**config.mk**
```make
export PLATFORM = sky130hd
export DESIGN_NAME = spi_flash_sram_loader
export DESIGN_NICKNAME = d
export VERILOG_FILES = /design/src/rtl/unoxt_loader_pkg.sv /design/src/rtl/spi_byte_shifter.sv /design/src/rtl/spi_flash_sram_loader.sv
export SDC_FILE = /design/constraint.sdc
export NUM_CORES = 1
export LEC_CHECK = 0
export ABC_AREA = 1
export BUFFER_PORTS_ARGS = -buffer_cell sky130_fd_sc_hd__buf_4
export CAP_MARGIN = 40
export CORE_ASPECT_RATIO = 1.5
export CORE_MARGIN = 4
export CORE_UTILIZATION = 55
export DETAILED_ROUTE_END_ITERATION = 6
export PLACE_DENSITY_LB_ADDON = 0.08
export SYNTH_ARGS = -nofsm -noshare
export SYNTH_HDL_FRONTEND = slang
export SYNTH_SLANG_ARGS = --single-unit
export TNS_END_PERCENT = 30
```
**constraint.sdc**
```tcl
create_clock -name clk_chipset -period 3.5 [get_ports clk_chipset]
set_clock_uncertainty 0.15 [all_clocks]
set_input_delay 0.35 -clock clk_chipset [delete_from_list [all_inputs] [get_ports clk_chipset]]
set_output_delay 0.35 -clock clk_chipset [all_outputs]
set_load 0.1 [all_outputs]
```
**src/rtl/unoxt_loader_pkg.sv**
```systemverilog
// ============================================================================
// Package     : unoxt_loader_pkg
// Description : Shared FSM state encoding and SPI flash opcode for the boot loader.
// Revision    : 1.0 - initial release
// ============================================================================
`default_nettype none

package unoxt_loader_pkg;

    localparam logic [7:0] SPI_CMD_READ = 8'h03;

    typedef enum logic [3:0] {
        ST_IDLE     = 4'd0,
        ST_CS_SETUP = 4'd1,
        ST_CMD      = 4'd2,
        ST_DATA     = 4'd3,
        ST_WR_SETUP = 4'd4,
        ST_WR_PULSE = 4'd5,
        ST_WR_HOLD  = 4'd6,
        ST_FINISH   = 4'd7,
        ST_DONE     = 4'd8
    } loader_state_e;

endpackage

`default_nettype wire

```
**src/rtl/spi_byte_shifter.sv**
```systemverilog
// ============================================================================
// Module      : spi_byte_shifter
// Description : SPI mode-0 engine: SCLK divider plus 8/32-bit MSB-first shifter
//               with start/busy/done handshake.
// Revision    : 1.0 - initial release
// ============================================================================
`default_nettype none

module spi_byte_shifter #(
    parameter int SCLK_DIV = 2
) (
    input  logic        clk,
    input  logic        rst,
    input  logic        i_start,
    input  logic        i_cmd,
    input  logic [31:0] i_tx,
    input  logic        i_miso,
    output logic        o_sclk,
    output logic        o_mosi,
    output logic        o_busy,
    output logic        o_done,
    output logic [7:0]  o_rx
);

    localparam logic [15:0] c_DIV_LAST = 16'(SCLK_DIV - 1);

    logic        r_busy_q, w_busy_d;
    logic        r_sclk_q, w_sclk_d;
    logic [15:0] r_div_q,  w_div_d;
    logic [5:0]  r_bit_q,  w_bit_d;
    logic [5:0]  r_last_q, w_last_d;
    logic [31:0] r_sh_q,   w_sh_d;
    logic [7:0]  r_rx_q,   w_rx_d;
    logic        w_tick;
    logic        w_done;

    always_ff @(posedge clk) begin
        if (rst) begin
            r_busy_q <= 1'b0;
            r_sclk_q <= 1'b0;
            r_div_q  <= '0;
            r_bit_q  <= '0;
            r_last_q <= '0;
            r_sh_q   <= '1;
            r_rx_q   <= '0;
        end else begin
            r_busy_q <= w_busy_d;
            r_sclk_q <= w_sclk_d;
            r_div_q  <= w_div_d;
            r_bit_q  <= w_bit_d;
            r_last_q <= w_last_d;
            r_sh_q   <= w_sh_d;
            r_rx_q   <= w_rx_d;
        end
    end

    always_comb begin
        w_busy_d = r_busy_q;
        w_sclk_d = r_sclk_q;
        w_div_d  = r_div_q;
        w_bit_d  = r_bit_q;
        w_last_d = r_last_q;
        w_sh_d   = r_sh_q;
        w_rx_d   = r_rx_q;
        w_tick   = r_busy_q && (r_div_q == c_DIV_LAST);
        w_done   = w_tick && r_sclk_q && (r_bit_q == r_last_q);

        if (r_busy_q) begin
            w_div_d = w_tick ? 16'd0 : r_div_q + 16'd1;
            if (w_tick) begin
                w_sclk_d = ~r_sclk_q;
                // Rising edge samples MISO; falling edge advances MOSI (mode 0).
                if (!r_sclk_q) begin
                    w_rx_d = {r_rx_q[6:0], i_miso};
                end else begin
                    w_sh_d  = {r_sh_q[30:0], 1'b1};
                    w_bit_d = r_bit_q + 6'd1;
                end
            end
        end

        if (w_done) begin
            w_busy_d = 1'b0;
        end

        // A start coinciding with done reloads seamlessly so CS bursts have no gaps.
        if (i_start && (!r_busy_q || w_done)) begin
            w_busy_d = 1'b1;
            w_sclk_d = 1'b0;
            w_div_d  = '0;
            w_bit_d  = '0;
            w_sh_d   = i_tx;
            w_last_d = i_cmd ? 6'd31 : 6'd7;
        end
    end

    assign o_sclk = r_sclk_q;
    assign o_mosi = r_sh_q[31];
    assign o_busy = r_busy_q;
    assign o_done = w_done;
    assign o_rx   = r_rx_q;

endmodule

`default_nettype wire

```
**src/rtl/spi_flash_sram_loader.sv**
```systemverilog
// ============================================================================
// Module      : spi_flash_sram_loader
// Description : Boot copier streaming LENGTH bytes from SPI flash into SRAM while
//               holding the system in reset, then handing the SRAM bus over.
//               Optional macro LOADER_CHECKSUM_EN enables the byte-sum output.
// Revision    : 1.0 - initial release
// ============================================================================
`default_nettype none

module spi_flash_sram_loader
    import unoxt_loader_pkg::*;
#(
    parameter logic [23:0] FLASH_START = 24'h0A0000,
    parameter logic [20:0] SRAM_START  = 21'h0F0000,
    parameter logic [16:0] LENGTH      = 17'h10000,
    parameter int          SCLK_DIV    = 2,
    parameter int          WE_CYCLES   = 2
) (
    input  logic        clk_chipset,
    input  logic        reset,
    output logic        flash_cs_n_o,
    output logic        flash_sclk_o,
    output logic        flash_mosi_o,
    input  logic        flash_miso_i,
    output logic        sys_reset,
    output logic        done,
    input  logic [20:0] sys_sram_addr,
    input  logic [7:0]  sys_sram_dout,
    input  logic        sys_sram_oe,
    input  logic        sys_sram_we_n,
    output logic [20:0] sram_addr,
    output logic [7:0]  sram_dout,
    output logic        sram_oe,
    output logic        sram_we_n,
    output logic [15:0] checksum
);

    localparam logic [15:0] c_DIV_LAST = 16'(SCLK_DIV - 1);
    localparam logic [15:0] c_WE_LAST  = 16'(WE_CYCLES - 1);
    localparam logic [16:0] c_LAST_IDX = LENGTH - 17'd1;

    loader_state_e r_state_q, w_state_d;
    logic [15:0]   r_wait_q,  w_wait_d;
    logic [16:0]   r_byte_q,  w_byte_d;
    logic [7:0]    r_data_q,  w_data_d;
    logic          w_sh_start;
    logic          w_sh_cmd;
    logic          w_sh_busy;
    logic          w_sh_done;
    logic [7:0]    w_sh_rx;
    logic [31:0]   w_sh_tx;
    logic          w_ldr_wr;

    spi_byte_shifter #(
        .SCLK_DIV (SCLK_DIV)
    ) u_shifter (
        .clk     (clk_chipset),
        .rst     (reset),
        .i_start (w_sh_start),
        .i_cmd   (w_sh_cmd),
        .i_tx    (w_sh_tx),
        .i_miso  (flash_miso_i),
        .o_sclk  (flash_sclk_o),
        .o_mosi  (flash_mosi_o),
        .o_busy  (w_sh_busy),
        .o_done  (w_sh_done),
        .o_rx    (w_sh_rx)
    );

    always_ff @(posedge clk_chipset) begin
        if (reset) begin
            r_state_q <= ST_IDLE;
            r_wait_q  <= '0;
            r_byte_q  <= '0;
            r_data_q  <= '0;
        end else begin
            r_state_q <= w_state_d;
            r_wait_q  <= w_wait_d;
            r_byte_q  <= w_byte_d;
            r_data_q  <= w_data_d;
        end
    end

    always_comb begin
        w_state_d  = r_state_q;
        w_wait_d   = r_wait_q;
        w_byte_d   = r_byte_q;
        w_data_d   = r_data_q;
        w_sh_start = 1'b0;
        w_sh_cmd   = 1'b0;

        case (r_state_q)
            ST_IDLE: begin
                w_wait_d = '0;
                if (LENGTH == 17'd0) begin
                    w_state_d = ST_DONE;
                end else if (!w_sh_busy) begin
                    w_state_d = ST_CS_SETUP;
                end
            end
            ST_CS_SETUP: begin
                if (r_wait_q == c_DIV_LAST) begin
                    w_wait_d   = '0;
                    w_state_d  = ST_CMD;
                    w_sh_start = 1'b1;
                    w_sh_cmd   = 1'b1;
                end else begin
                    w_wait_d = r_wait_q + 16'd1;
                end
            end
            ST_CMD: begin
                if (w_sh_done) begin
                    w_state_d  = ST_DATA;
                    w_sh_start = 1'b1;
                end
            end
            ST_DATA: begin
                if (w_sh_done) begin
                    w_state_d = ST_WR_SETUP;
                    w_data_d  = w_sh_rx;
                end
            end
            ST_WR_SETUP: begin
                w_wait_d  = '0;
                w_state_d = ST_WR_PULSE;
            end
            ST_WR_PULSE: begin
                if (r_wait_q == c_WE_LAST) begin
                    w_wait_d  = '0;
                    w_state_d = ST_WR_HOLD;
                end else begin
                    w_wait_d = r_wait_q + 16'd1;
                end
            end
            ST_WR_HOLD: begin
                if (r_byte_q == c_LAST_IDX) begin
                    w_wait_d  = '0;
                    w_state_d = ST_FINISH;
                end else begin
                    w_byte_d   = r_byte_q + 17'd1;
                    w_state_d  = ST_DATA;
                    w_sh_start = 1'b1;
                end
            end
            ST_FINISH: begin
                if (r_wait_q == c_DIV_LAST) begin
                    w_wait_d  = '0;
                    w_state_d = ST_DONE;
                end else begin
                    w_wait_d = r_wait_q + 16'd1;
                end
            end
            ST_DONE: begin
                w_state_d = ST_DONE;
            end
            default: begin
                w_state_d = ST_IDLE;
            end
        endcase
    end

    // Data-phase transmit pattern keeps MOSI parked high while reading.
    assign w_sh_tx = w_sh_cmd ? {SPI_CMD_READ, FLASH_START} : 32'hFFFF_FFFF;

    assign w_ldr_wr     = (r_state_q == ST_WR_SETUP) || (r_state_q == ST_WR_PULSE) ||
                          (r_state_q == ST_WR_HOLD);
    assign flash_cs_n_o = (r_state_q == ST_IDLE) || (r_state_q == ST_FINISH) ||
                          (r_state_q == ST_DONE);
    assign done         = (r_state_q == ST_DONE);
    assign sys_reset    = ~done;

    assign sram_addr = done ? sys_sram_addr : SRAM_START + {4'b0000, r_byte_q};
    assign sram_dout = done ? sys_sram_dout : r_data_q;
    assign sram_oe   = done ? sys_sram_oe   : w_ldr_wr;
    assign sram_we_n = done ? sys_sram_we_n : (r_state_q != ST_WR_PULSE);

`ifdef LOADER_CHECKSUM_EN
    logic [15:0] r_csum_q, w_csum_d;

    always_ff @(posedge clk_chipset) begin
        if (reset) begin
            r_csum_q <= '0;
        end else begin
            r_csum_q <= w_csum_d;
        end
    end

    always_comb begin
        w_csum_d = r_csum_q;
        if (r_state_q == ST_WR_SETUP) begin
            w_csum_d = r_csum_q + {8'h00, r_data_q};
        end
    end

    assign checksum = r_csum_q;
`else
    assign checksum = 16'h0000;
`endif

endmodule

`default_nettype wire

```
==> out/results.ini, run 1 <==
[critical_path]
required_ps=3000
crit_start=r_state_q[0]
critPathCapture=sram_addr[5]
slowest_stage=nor3_4
ff2ff_setup_slack_ps=770
crit_arrival_ps=2350
r2r_start=r_byte_q[5]
crit_path_start_kind=flip-flop
crit_chain=nor2_1, inv_1, nor3_4, buf_4, nand2_1, o21ai_0, buf_4
r2r-end=u_shifter.r_sh_q[24]
path_common_cell=buf_4
worstRegToRegCells=15
max_stage_delay_ps=550
path_max_fanout=20
critPathCaptureType=output port
crit_type=reg -> out

[floorplanning]
pin_count=86
die_w_um=92.2
start_util=0.570
die_y_um=134
core_area_sq_um=10200
die_area_sq_um=12400
rows=45

[route]
vias=5533
top_layer_used=met4
via_per_inst=5.03
met1Wirelength_um=5290
dr_wl_met3_um=580
drtAntennaViolNets=0
drt_iter0_markers=258
met2_length_um=6490
drc=0
wl_per_cell_um=11.5
dr.pass1.iters=4
totalWireLength_um=12600

[synth]
yosys.area.top_type=dfxtp_1
ys_dominant_reg_cell=dfxtp_1
synthTopCellsByArea=dfxtp_1 (38%), nand2_1 (14%), inv_1 (9.2%), nand3_1 (7.5%), nor2_1 (5.8%)
yosysSeqAreaShare=0.380
yosysWarnings=0
synth.distinct_cells=39
synthCells=902
avgSynthCellArea_sq_um=6.48
ys_ff_latch=111
synth_edf_count=0
synth_async_sr_flop_share=0
netlist_area_sq_um=5850
synth_top_area_frac=0.380

[final_layout]
final_common_cell=nand2_1
fill_cells=920
fin_nets=996
multi_input_area_sq_um=2820
syn2layout_area_growth_pct=14.9
drive_gt1_frac=0.110
regArea_sq_um=2220
final_cells=1101
post-route-util=0.655
diodes=0
layout_common_cells=nand2_1 (213), inv_1 (143), dfxtp_1 (111)

[sta]
slew_viol_final=0
fin_setup_tns_ps=0
finalHoldViolCount=0
max-slew-margin-rel=0.478
fin_crit_ps=2850
fmax_mhz=350
layout_setup_ws_ps=647
period_share=0.815
worst_pin_slew_ps=779
setup_viol=0
rsz0062_at_grt=false

[global_routing]
grt_antenna_before_repair=0
grt_pass1_wl_um=21600
grt_pass1_vias=5152
grt_max_degree=47
overflow=0
grtUsageTotal=0.207

[placed_design]
post-place-ws_ps=775
globalplace.congestion=0.870
place_hpwl_um=9180
dp_cells=1085
portBuffers=69

[clock_network]
cts.path.max_buffers=2
cts_buffers=9
hold_buffers=0
cts-root-buf=clkbuf_16
path_clk_slew_ps=70
h-tree-depth=3
ctsResizeCount=0
clock_sinks=111
insertion_delay_ps=350
cts_setup_buffers=0
cts_tree=built

[power]
peakVddDrop_mv=0.286
power_mw=3.79
p_leak_nw=3.19
power_density_nw_per_um2=564

[run_status]
outcome=completed

[job]
maxCapViolCount=0

[min_path]
hold_class=in -> reg

[report_power, final]
group	internal [mW]	switching, mW
logic	0.338	0.854
registers	1.38	0.100
clock network	0.666	0.446
total	2.39	1.40
[flip-flops by register name, summed over array words and instances, names as in the netlist]
name                flops
r_wait_q               16
r_state_q               4
u_shifter.o_sclk        1
u_shifter.o_rx          8
u_shifter.r_last_q      2
u_shifter.r_bit_q       6
u_shifter.r_sh_q       32
u_shifter.r_div_q      16
r_byte_q               17
u_shifter.o_busy        1
r_data_q                8
[cell type report]
cell class	count	area share
Multi-Input combinational cell	602	0.420
Sequential cell	111	0.331
Timing Repair Buffer	77	0.0880
Inverter	154	0.0861
Clock buffer	13	0.0388
Tap cell	141	0.0263
Clock inverter	3	0.00969
[logic make-up after synthesis]
group           share of synthesized area
other cells                      0.000642
buf+inv                             0.148
flops                               0.380
compound gates                      0.116
xor+xnor                           0.0180
fa+ha+maj                          0.0150
simple gates                        0.323
[how the worst min path moves through the flow]
stage | startpoint | to | slack (ps) | depth (start not counted)
floorplan | u_shifter.o_rx[7] | u_shifter.o_rx[7] | 270 | 2
global placement | u_shifter.o_rx[7] | u_shifter.o_rx[7] | 280 | 2
detailed placement | r_data_q[3] | r_data_q[3] | 300 | 2
CTS | reset | u_shifter.r_last_q[3] | 130 | 2
global route | reset | u_shifter.r_last_q[3] | 150 | 2
finish | flash_miso_i | u_shifter.o_rx[0] | 140 | 3
[per-stage QoR]
stage / area, sq um / hold WS, ps
2_1_floorplan: 5900 / 270
3_3_place_gp: 6390 / 282
3_5_place_dp: 6390 / 296
4_1_cts: 6710 / 130
5_1_grt: 6710 / 150
6_report: 6710 / 138
[synthesized netlist by cell type (2+ instances only)]
| library cell | instances |
|---|---|
| clkinv_1 | 9 |
| a31oi_1 | 2 |
| ha_1 | 7 |
| xor2_1 | 10 |
| xnor2_1 | 2 |
| dfxtp_1 | 111 |
| nand4_1 | 8 |
| a21oi_1 | 50 |
| o21ai_0 | 65 |
| buf_2 | 10 |
| nor2_4 | 2 |
| nor3_1 | 23 |
| nand3b_1 | 2 |
| inv_1 | 143 |
| buf_1 | 3 |
| nor2_2 | 2 |
| nand3_1 | 88 |
| a211oi_1 | 3 |
| nand2_1 | 213 |
| or2_2 | 2 |
| buf_4 | 21 |
| nor3b_1 | 2 |
| nor2_1 | 91 |
| clkbuf_1 | 15 |
| o2111ai_1 | 3 |
| inv_2 | 2 |
[worst max-delay path, delay by kind of cell, from the launching register on]
kind                   cells  cell delay (ps)
DFF                        1              380
buffers and inverters      3              740
AOI/OAI and AO/OA          1              100
and+or+nand+nor            3              790
[metal layers]
layer  vias up  track usage
met1      2503        0.229
met2       111        0.383
met4         0       0.0826
met3        27       0.0410
met5         -            0
li1       2892            -
Note: power is estimated with default switching activity, not from simulation.
==> inputs of run 2 (changes only) <==
clock period = 2.75 ns   (was 3.5 ns; I/O delays follow)
==> out/results.ini, run 2 (same netlist as run 1, synthesis figures left out) <==
[final_layout]
fin_nets=1003  ; +0.70%
diodes=0  ; unchanged
post-route-util=0.665  ; +0.00989
drive_gt1_frac=0.122  ; +0.0117
top_register=u_shifter.r_sh_q
syn2layout_area_growth_pct=16.6
final_common_cell=nand2_1
largestRegisters=u_shifter.r_sh_q: 32 flops, r_byte_q: 17 flops
largest_reg_flops=32  ; unchanged
layout_common_cells=nand2_1 (213), inv_1 (143), dfxtp_1 (111)

[floorplanning]
core_area_sq_um=10200  ; unchanged
die_area_sq_um=12400  ; unchanged
pin_count=86  ; unchanged
die_w_um=92.2  ; unchanged
die_y_um=134  ; unchanged
start_util=0.570  ; unchanged
rows=45  ; unchanged

[route]
drc=0  ; unchanged
totalWireLength_um=13100  ; +4.0%
dr.pass1.iters=4  ; unchanged
drtAntennaViolNets=0  ; unchanged
wl_per_cell_um=11.9  ; +3.4%
vias=5580  ; +0.85%
via_per_inst=5.04  ; +0.30%
drt_iter0_markers=245  ; -5.0%

[global_routing]
grt_busiest_layer=met2
grt_pass1_vias=5166  ; +0.27%
gr-usage-met3=0.0488  ; +0.00786
grt_use_met2=0.380  ; -0.00285
grt_util_met1=0.243  ; +0.0139
grt_max_degree=38  ; -19%
grtUsageTotal=0.212  ; +0.00507
overflow=0  ; unchanged
grt_antenna_before_repair=0  ; unchanged
grt_pass1_wl_um=22000  ; +1.9%

[critical_path]
path_common_cell=buf_4
crit_path_start_kind=flip-flop
crit_chain=nor2_1, inv_1, nor3_4, buf_4, nand2_1, o21ai_0, buf_4
critPathCaptureType=output port
required_ps=2330  ; -670 ps
slowest_stage=dfxtp_1
max_stage_delay_ps=400  ; -150 ps
path_max_fanout=32  ; +60%
crit_arrival_ps=2140  ; -210 ps
crit_type=reg -> out

[sta]
fmax_mhz=390
worst_pin_slew_ps=516  ; -262 ps
fin_worst_hold_slack_ps=71.5  ; -67.0 ps
max-slew-margin-rel=0.655  ; +0.177
period_share=0.932
fin_crit_ps=2560
slew_viol_final=0  ; unchanged
setup_viol=0  ; unchanged
finalHoldViolCount=0  ; unchanged

[min_path]
hold_class=in -> reg

[run_status]
outcome=completed

[placed_design]
place_hpwl_um=9280  ; +1.1%
globalplace.congestion=0.866  ; -0.55%
portBuffers=69  ; unchanged

[clock_network]
cts.path.max_buffers=2  ; unchanged
cts_setup_buffers=0  ; unchanged
cts_buffers=9  ; unchanged
insertion_delay_ps=340  ; about the same
clock_sinks=111  ; unchanged
cts-root-buf=clkbuf_16
h-tree-depth=3  ; unchanged
path_clk_slew_ps=70  ; about the same
cts_tree=built

[job]
maxCapViolCount=0  ; unchanged

[power]
p_leak_nw=3.24  ; +1.5%
power_mw=4.85  ; +28%
power_density_nw_per_um2=712  ; +26%
peakVddDrop_mv=0.398  ; +39%

run 2: changes by cell type in the layout (fill, tap and decap cells not counted), sizes merged:
| cell | change |
|---|---|
| buf | +6 |
| bufinv | -1 |
| clkbuf | +1 |
run 2: critical path, delay by kind of cell, from the launching register on:
kind	cells	cell delay (ps)
buffers and inverters	3	770
AND/OR/NAND/NOR	3	510
flip-flops	1	400
AO/OA/AOI/OAI	1	100
run 2: worst paths after layout:
check,from,end,slack (ps),cells past startpoint
worst max-delay path,r_state_q[0],sram_addr[5],190,7
worst min-delay path,reset,u_shifter.r_last_q[3],70,2
worst max register to register,r_byte_q[5],u_shifter.r_sh_q[0],290,15
worst min register to register,u_shifter.o_rx[7],u_shifter.o_rx[7],290,2
run 2: layer usage:
metal	wire length, um	up-vias
met5	0	-
met4	195	0
met3	630	15
met2	6850	140
met1	5460	2511
li1	-	2914
run 2: per-stage QoR:
step | area, sq um | cells | setup slack (ps) | TNS, ps
after floorplan | 5930 | 917 | -614 | -12600
after global placement | 6460 | 1091 | 232 | 0
after detailed placement | 6460 | 1091 | 141 | 0
after CTS | 6770 | 1106 | 135 | 0
after global routing | 6820 | 1107 | -36.1 | -257
final | 6820 | 1107 | 187 | 0
run 2: area by class of cell:
cell class / count / area (sq um)
sequential: 111 / 2220
multi-input combinational: 602 / 2870
tap: 141 / 176
fill: 966 / 3430
clock inverter: 2 / 38.8
timing repair buffer: 84 / 664
clock buffer: 13 / 270
inverter: 154 / 578
run 2: repair_timing:
| action | 4_1_cts | 5_1_grt |
|---|---|---|
| endpoints found under the hold margin | 0 | 0 |
| resized for setup | 0 | 6 |
| setup endpoints to repair | 0 | 49 |
| hold buffers | 0 | 0 |
run 2: report_power, final:
part | switching, mW | internal, mW
sequential | 0.128 | 1.76
combinational | 1.12 | 0.486
clock | 0.573 | 0.779
